$ cat src/rtl/bp_pkg.sv
// Shared types and helpers for the gshare branch predictor.
// Holds the FSM state encoding and the saturating counter step.
package bp_pkg;

    localparam int MISS_W = 16;

    typedef enum logic {
        ST_INIT,
        ST_RUN
    } state_t;

    function automatic int unsigned sat_next(
        input int unsigned ctr,
        input logic        taken,
        input int          ctr_w
    );
        int unsigned top;
        top = (32'd1 << ctr_w) - 32'd1;
        if (taken)
            sat_next = (ctr >= top) ? top : ctr + 32'd1;
        else
            sat_next = (ctr == 32'd0) ? 32'd0 : ctr - 32'd1;
    endfunction

endpackage

$ cat src/rtl/bp_counter_table.sv
// Saturating counter storage: async read, update port and init sweep port.
// The sweep write wins when both ports are active in one cycle.
module bp_counter_table
    import bp_pkg::*;
#(
    parameter int IDX_W = 6,
    parameter int CTR_W = 2
) (
    input  logic             clk,
    input  logic [IDX_W-1:0] rd_idx,
    output logic [CTR_W-1:0] rd_ctr,
    input  logic             upd_en,
    input  logic [IDX_W-1:0] upd_idx,
    input  logic             upd_taken,
    input  logic             sweep_en,
    input  logic [IDX_W-1:0] sweep_idx,
    input  logic [CTR_W-1:0] sweep_val
);

    logic [CTR_W-1:0] mem [2**IDX_W];

    assign rd_ctr = mem[rd_idx];

    always_ff @(posedge clk) begin
        if (sweep_en)
            mem[sweep_idx] <= sweep_val;
        else if (upd_en)
            mem[upd_idx] <= CTR_W'(sat_next(32'(mem[upd_idx]), upd_taken, CTR_W));
    end

endmodule

$ cat src/rtl/gshare_predictor.sv
// Global-history branch predictor: FSM, history, index logic and statistics.
// Predictions read the table before any same-cycle update lands.
module gshare_predictor
    import bp_pkg::*;
#(
    parameter int IDX_W    = 6,
    parameter int HIST_W   = 4,
    parameter int CTR_W    = 2,
    parameter int CTR_INIT = 1,
    parameter bit USE_PC   = 1'b1
) (
    input  logic              clk,
    input  logic              rst_n,
    input  logic              flush,
    output logic              ready,
    input  logic              pred_valid,
    input  logic [IDX_W-1:0]  pred_pc,
    output logic              pred_out_valid,
    output logic              pred_taken,
    output logic [IDX_W-1:0]  pred_idx,
    input  logic              upd_valid,
    input  logic [IDX_W-1:0]  upd_idx,
    input  logic              upd_taken,
    input  logic              upd_pred,
    output logic [HIST_W-1:0] ghist,
    output logic [MISS_W-1:0] miss_count
);

    state_t           state;
    state_t           state_nxt;
    logic [IDX_W-1:0] sweep_ptr;
    logic [IDX_W-1:0] idx;
    logic [CTR_W-1:0] rd_ctr;
    logic             pred_fire;
    logic             upd_fire;
    logic             sweep_en;
    logic             sweep_last;

    assign idx = USE_PC ? (pred_pc ^ IDX_W'(ghist)) : IDX_W'(ghist);
    assign sweep_last = &sweep_ptr;
    // flush wins over any request arriving in the same cycle
    assign pred_fire = ready & pred_valid & ~flush;
    assign upd_fire = ready & upd_valid & ~flush;
    assign sweep_en = (state == ST_INIT) & rst_n & ~flush;

    always_ff @(posedge clk) begin
        if (!rst_n)
            state <= ST_INIT;
        else
            state <= state_nxt;
    end

    always_comb begin
        state_nxt = state;
        if (flush)
            state_nxt = ST_INIT;
        else if (state == ST_INIT && sweep_last)
            state_nxt = ST_RUN;
    end

    always_comb begin
        ready = (state == ST_RUN);
    end

    always_ff @(posedge clk) begin
        if (!rst_n) begin
            sweep_ptr      <= '0;
            ghist          <= '0;
            pred_out_valid <= 1'b0;
            pred_taken     <= 1'b0;
            pred_idx       <= '0;
            miss_count     <= '0;
        end else if (flush) begin
            sweep_ptr      <= '0;
            ghist          <= '0;
            pred_out_valid <= 1'b0;
        end else begin
            pred_out_valid <= pred_fire;
            if (pred_fire) begin
                pred_taken <= rd_ctr[CTR_W-1];
                pred_idx   <= idx;
            end
            if (sweep_en)
                sweep_ptr <= sweep_ptr + 1'b1;
            if (upd_fire) begin
                ghist <= (ghist << 1) | HIST_W'(upd_taken);
                if (upd_pred != upd_taken && miss_count != '1)
                    miss_count <= miss_count + 1'b1;
            end
        end
    end

    bp_counter_table #(
        .IDX_W(IDX_W),
        .CTR_W(CTR_W)
    ) u_table (
        .clk      (clk),
        .rd_idx   (idx),
        .rd_ctr   (rd_ctr),
        .upd_en   (upd_fire),
        .upd_idx  (upd_idx),
        .upd_taken(upd_taken),
        .sweep_en (sweep_en),
        .sweep_idx(sweep_ptr),
        .sweep_val(CTR_W'(CTR_INIT))
    );

endmodule
$ cat config.mk
export PLATFORM = sky130hd
export DESIGN_NAME = gshare_predictor
export DESIGN_NICKNAME = d
export VERILOG_FILES = /design/src/rtl/bp_pkg.sv /design/src/rtl/bp_counter_table.sv /design/src/rtl/gshare_predictor.sv
export SDC_FILE = /design/constraint.sdc
export NUM_CORES = 1
export LEC_CHECK = 0
export ABC_AREA = 1
export ABC_CLOCK_PERIOD_IN_PS = 4400
export CAP_MARGIN = 30
export CELL_PAD_IN_SITES_DETAIL_PLACEMENT = 0
export CELL_PAD_IN_SITES_GLOBAL_PLACEMENT = 1
export CORE_AREA = 2 2 145 147
export CTS_CLUSTER_SIZE = 14
export DETAILED_ROUTE_END_ITERATION = 10
export DIE_AREA = 0 0 147 149
export DONT_BUFFER_PORTS = 1
export PLACE_DENSITY = 0.68
export SYNTH_ARGS = -nofsm -noshare
export SYNTH_HDL_FRONTEND = slang
export SYNTH_SLANG_ARGS = --single-unit
$ cat constraint.sdc
create_clock -name clk -period 4.4 [get_ports clk]
set_clock_uncertainty 0.15 [all_clocks]
set_input_delay 0.88 -clock clk [delete_from_list [all_inputs] [get_ports clk]]
set_output_delay 0.88 -clock clk [all_outputs]
set_load 0.01 [all_outputs]
==> impl_metrics.json <==
{
  "finalSetupViolations": 0,
  "cp_slowest_cell": "inv_1",
  "drive_gt1_share_pct": 6.25,
  "synth_most_common_cell": "nand2_1",
  "synth_nets": 945,
  "cts_tree": "done",
  "crit_buf_inv": 3,
  "syn_inst": 924,
  "finalMaxSlewViolations": 0,
  "gp_congestion": 0.851,
  "vdd_drop_max_mv": 0.247,
  "status": "completed",
  "wl_per_cell_um": 19.6,
  "synth_top_area_share_pct": 48.0,
  "rr_endpoint": "u_table.mem[53][0]$_DFFE_PP_",
  "ant_nets": 0,
  "rows": 53,
  "place.port_buffers": 0,
  "grt_first_pass_wirelength_um": 36100,
  "netlist-cell-type-count": 35,
  "ys_top_cells_by_count": "nand2_1 (265), nand3_1 (169), edfxtp_1 (128), nor2_1 (88), inv_1 (74)",
  "via_count": 6412,
  "crit_required_ns": 4.38,
  "cts.repair.resized": 0,
  "grt_pass1_vias": 6123,
  "io_pins": 48,
  "r2r_cells": 6,
  "slew_headroom_pct": 31.4,
  "cp_top_family": "buffers and inverters",
  "fin_setup_tns_ns": 0,
  "clk_latency_ns": 0.43,
  "nFillCells": 2108,
  "clk_pin_slew_ns": 0.06,
  "post_drt_via_cell_ratio": 5.33,
  "regToRegStartpoint": "ready$_SDFFE_PP0P_",
  "dieArea_um2": 21900,
  "drcViolationCount": 0,
  "synthTopCellsByArea": "edfxtp_1 (48%), nand2_1 (12%), nand3_1 (11%)",
  "grt_setup_unrepaired": "no",
  "synth-seq-cells": 163,
  "grtUsageTotal_pct": 22.2,
  "worstHoldPathType": "flop to flop",
  "yosysTopAreaCell": "edfxtp_1",
  "first_iter_violations": 611,
  "clock-sinks": 163,
  "fmax_mhz": 333,
  "grt_max_degree": 70,
  "post_cts_buffers": 0,
  "antenna_found_initial": 0,
  "end_kind": "flop",
  "synth_area_um2": 8000,
  "syn_avg_cell_area_um2": 8.66,
  "cts.path.max_buffers": 2,
  "crit_fanout": 51,
  "root_buffer": "clkbuf_16",
  "h-tree-depth": 4,
  "ff2ff_setup_slack_ns": 1.46,
  "core_um2": 20600,
  "placed_cell_area_um2": 8310,
  "wirelength_um": 23600,
  "worst_slew_pin_slew_ns": 1.03,
  "final_net_count": 936,
  "ys_seq_area_share_pct": 56.8,
  "powerDensity_nw_per_um2": 375,
  "async_flop_share_pct": 0,
  "cts_buffers": 17,
  "min_period_ns": 3.00,
  "start_kind": "input pin",
  "min_to": "ready$_SDFFE_PP0P_",
  "worstPathArrival_ns": 2.99,
  "crit_chain": "inv_1 > buf_12 > nand3_1 > nand3_1 > nand2_1 > nand2_1 > nand3_1 > nand3_1 > nand2_1 > nand2_1 > nand3_2 > buf_12",
  "start_util_pct": 38.9,
  "yosysWarnings": 0,
  "dp_hpwl_um": 15900,
  "fin_crit_sh_pct": 68.2,
  "worstHoldStart": "sweep_ptr[5]$_SDFFE_PP0P_",
  "hold_depth": 2,
  "antenna_cells": 0,
  "hold_buffers": 0,
  "cp_slowest_stage_delay_ns": 0.51,
  "areaGrowthSynthToFinish_pct": 11.5,
  "crit_type": "input pin to flop",
  "die_x_um": 147,
  "drtPass1Iterations": 8,
  "synth-edff-count": 128,
  "die_h_um": 149,
  "leakage_nw": 3.51,
  "drv_cap": 0,
  "hold_viol_final": 0,
  "synthFlopType": "edfxtp_1",
  "fin_area_um2": 8920,
  "grt-ovfl-total": 0
}
-- how the worst max path moves through the flow --
stage / startpoint / endpoint / slack [ns] / depth (start not counted)
2_1_floorplan: upd_idx[0] / u_table.mem[0][1]$_DFFE_PP_ / 0.02 / 12
3_3_place_gp: upd_idx[1] / u_table.mem[13][0]$_DFFE_PP_ / 1.02 / 12
3_5_place_dp: upd_idx[1] / u_table.mem[44][0]$_DFFE_PP_ / 0.99 / 12
4_1_cts: ready$_SDFFE_PP0P_ / u_table.mem[21][0]$_DFFE_PP_ / 1.40 / 6
5_1_grt: upd_idx[1] / u_table.mem[38][0]$_DFFE_PP_ / 1.21 / 12
6_report: upd_idx[1] / u_table.mem[38][0]$_DFFE_PP_ / 1.40 / 12
-- state kept, by name, summed over array words and instances (netlist names) --
name / count
sweep_ptr: 6
u_table.mem: 128
pred_out_valid: 1
ghist: 4
ready: 1
pred_idx: 6
pred_taken: 1
miss_count: 16
-- layer usage --
layer / up-vias / GRT usage, % / wire length [um]
met5: - / 0 / 0
met4: 0 / 6.83 / 479
met3: 36 / 4.46 / 1440
met2: 187 / 36.2 / 11000
met1: 3075 / 30.1 / 10600
li1: 3114 / - / -
-- stage by stage --
step / util, % / std cells / power [mW] / hold slack [ns] / setup WS (ns)
4_1_cts: 43.4 / 1203 / 3.36 / 0.343 / 1.40
2_1_floorplan: - / 924 / 1.81 / 0.307 / 0.0161
3_5_place_dp: 40.4 / 1171 / 1.85 / 0.334 / 0.986
3_3_place_gp: 40.3 / 1170 / 1.85 / 0.330 / 1.02
5_1_grt: 43.4 / 1203 / 3.44 / 0.371 / 1.21
6_report: 43.4 / 1203 / 3.34 / 0.343 / 1.40
-- cell usage in the layout, fill, tap and decap left out, types with 3 or more instances in the layout --
master	instances
a211oi_1	3
clkinv_4	3
dfxtp_1	35
clkbuf_16	21
buf_4	8
inv_1	74
xnor2_1	6
nor4_1	9
nor2_1	88
edfxtp_1	128
buf_12	4
o21ai_0	27
nor3_1	7
o211ai_1	10
o21ai_1	3
nand2_1	265
nand3_1	168
nand4_1	10
a21oi_1	26
-- cell type report --
class / count / area (um^2) / area share, %
clock buffer: 25 / 562 / 6.30
inverter: 77 / 289 / 3.24
timing repair buffer: 13 / 155 / 1.74
multi-input combinational: 643 / 2980 / 33.4
tap: 275 / 344 / 3.86
clock inverter: 7 / 52.6 / 0.589
sequential: 163 / 4540 / 50.9
-- worst reg2reg max path: stages (launching register included) --
cell,delay (ns)
dfxtp_1,0.63
nand3_4,0.30
o21ai_1,0.35
inv_1,0.12
nor2_1,0.21
nand3_2,0.21
nor4_1,0.60
-- cell families after synthesis --
family / share of synthesized area, %
AND/OR/NAND/NOR: 29.9
flip-flops: 56.8
XOR/XNOR: 1.49
adder cells (fa/ha/maj): 0.313
buffers and inverters: 6.19
AO/OA/AOI/OAI: 5.27
-- where the power goes --
group	total, mW	internal [mW]	switching (mW)	leakage (nW)
Combinational	0.181	0.0570	0.124	1.73
Clock	1.52	0.896	0.628	0.308
Sequential	1.64	1.64	0.00128	1.47
No activity file was read; power rests on OpenSTA's default activity.
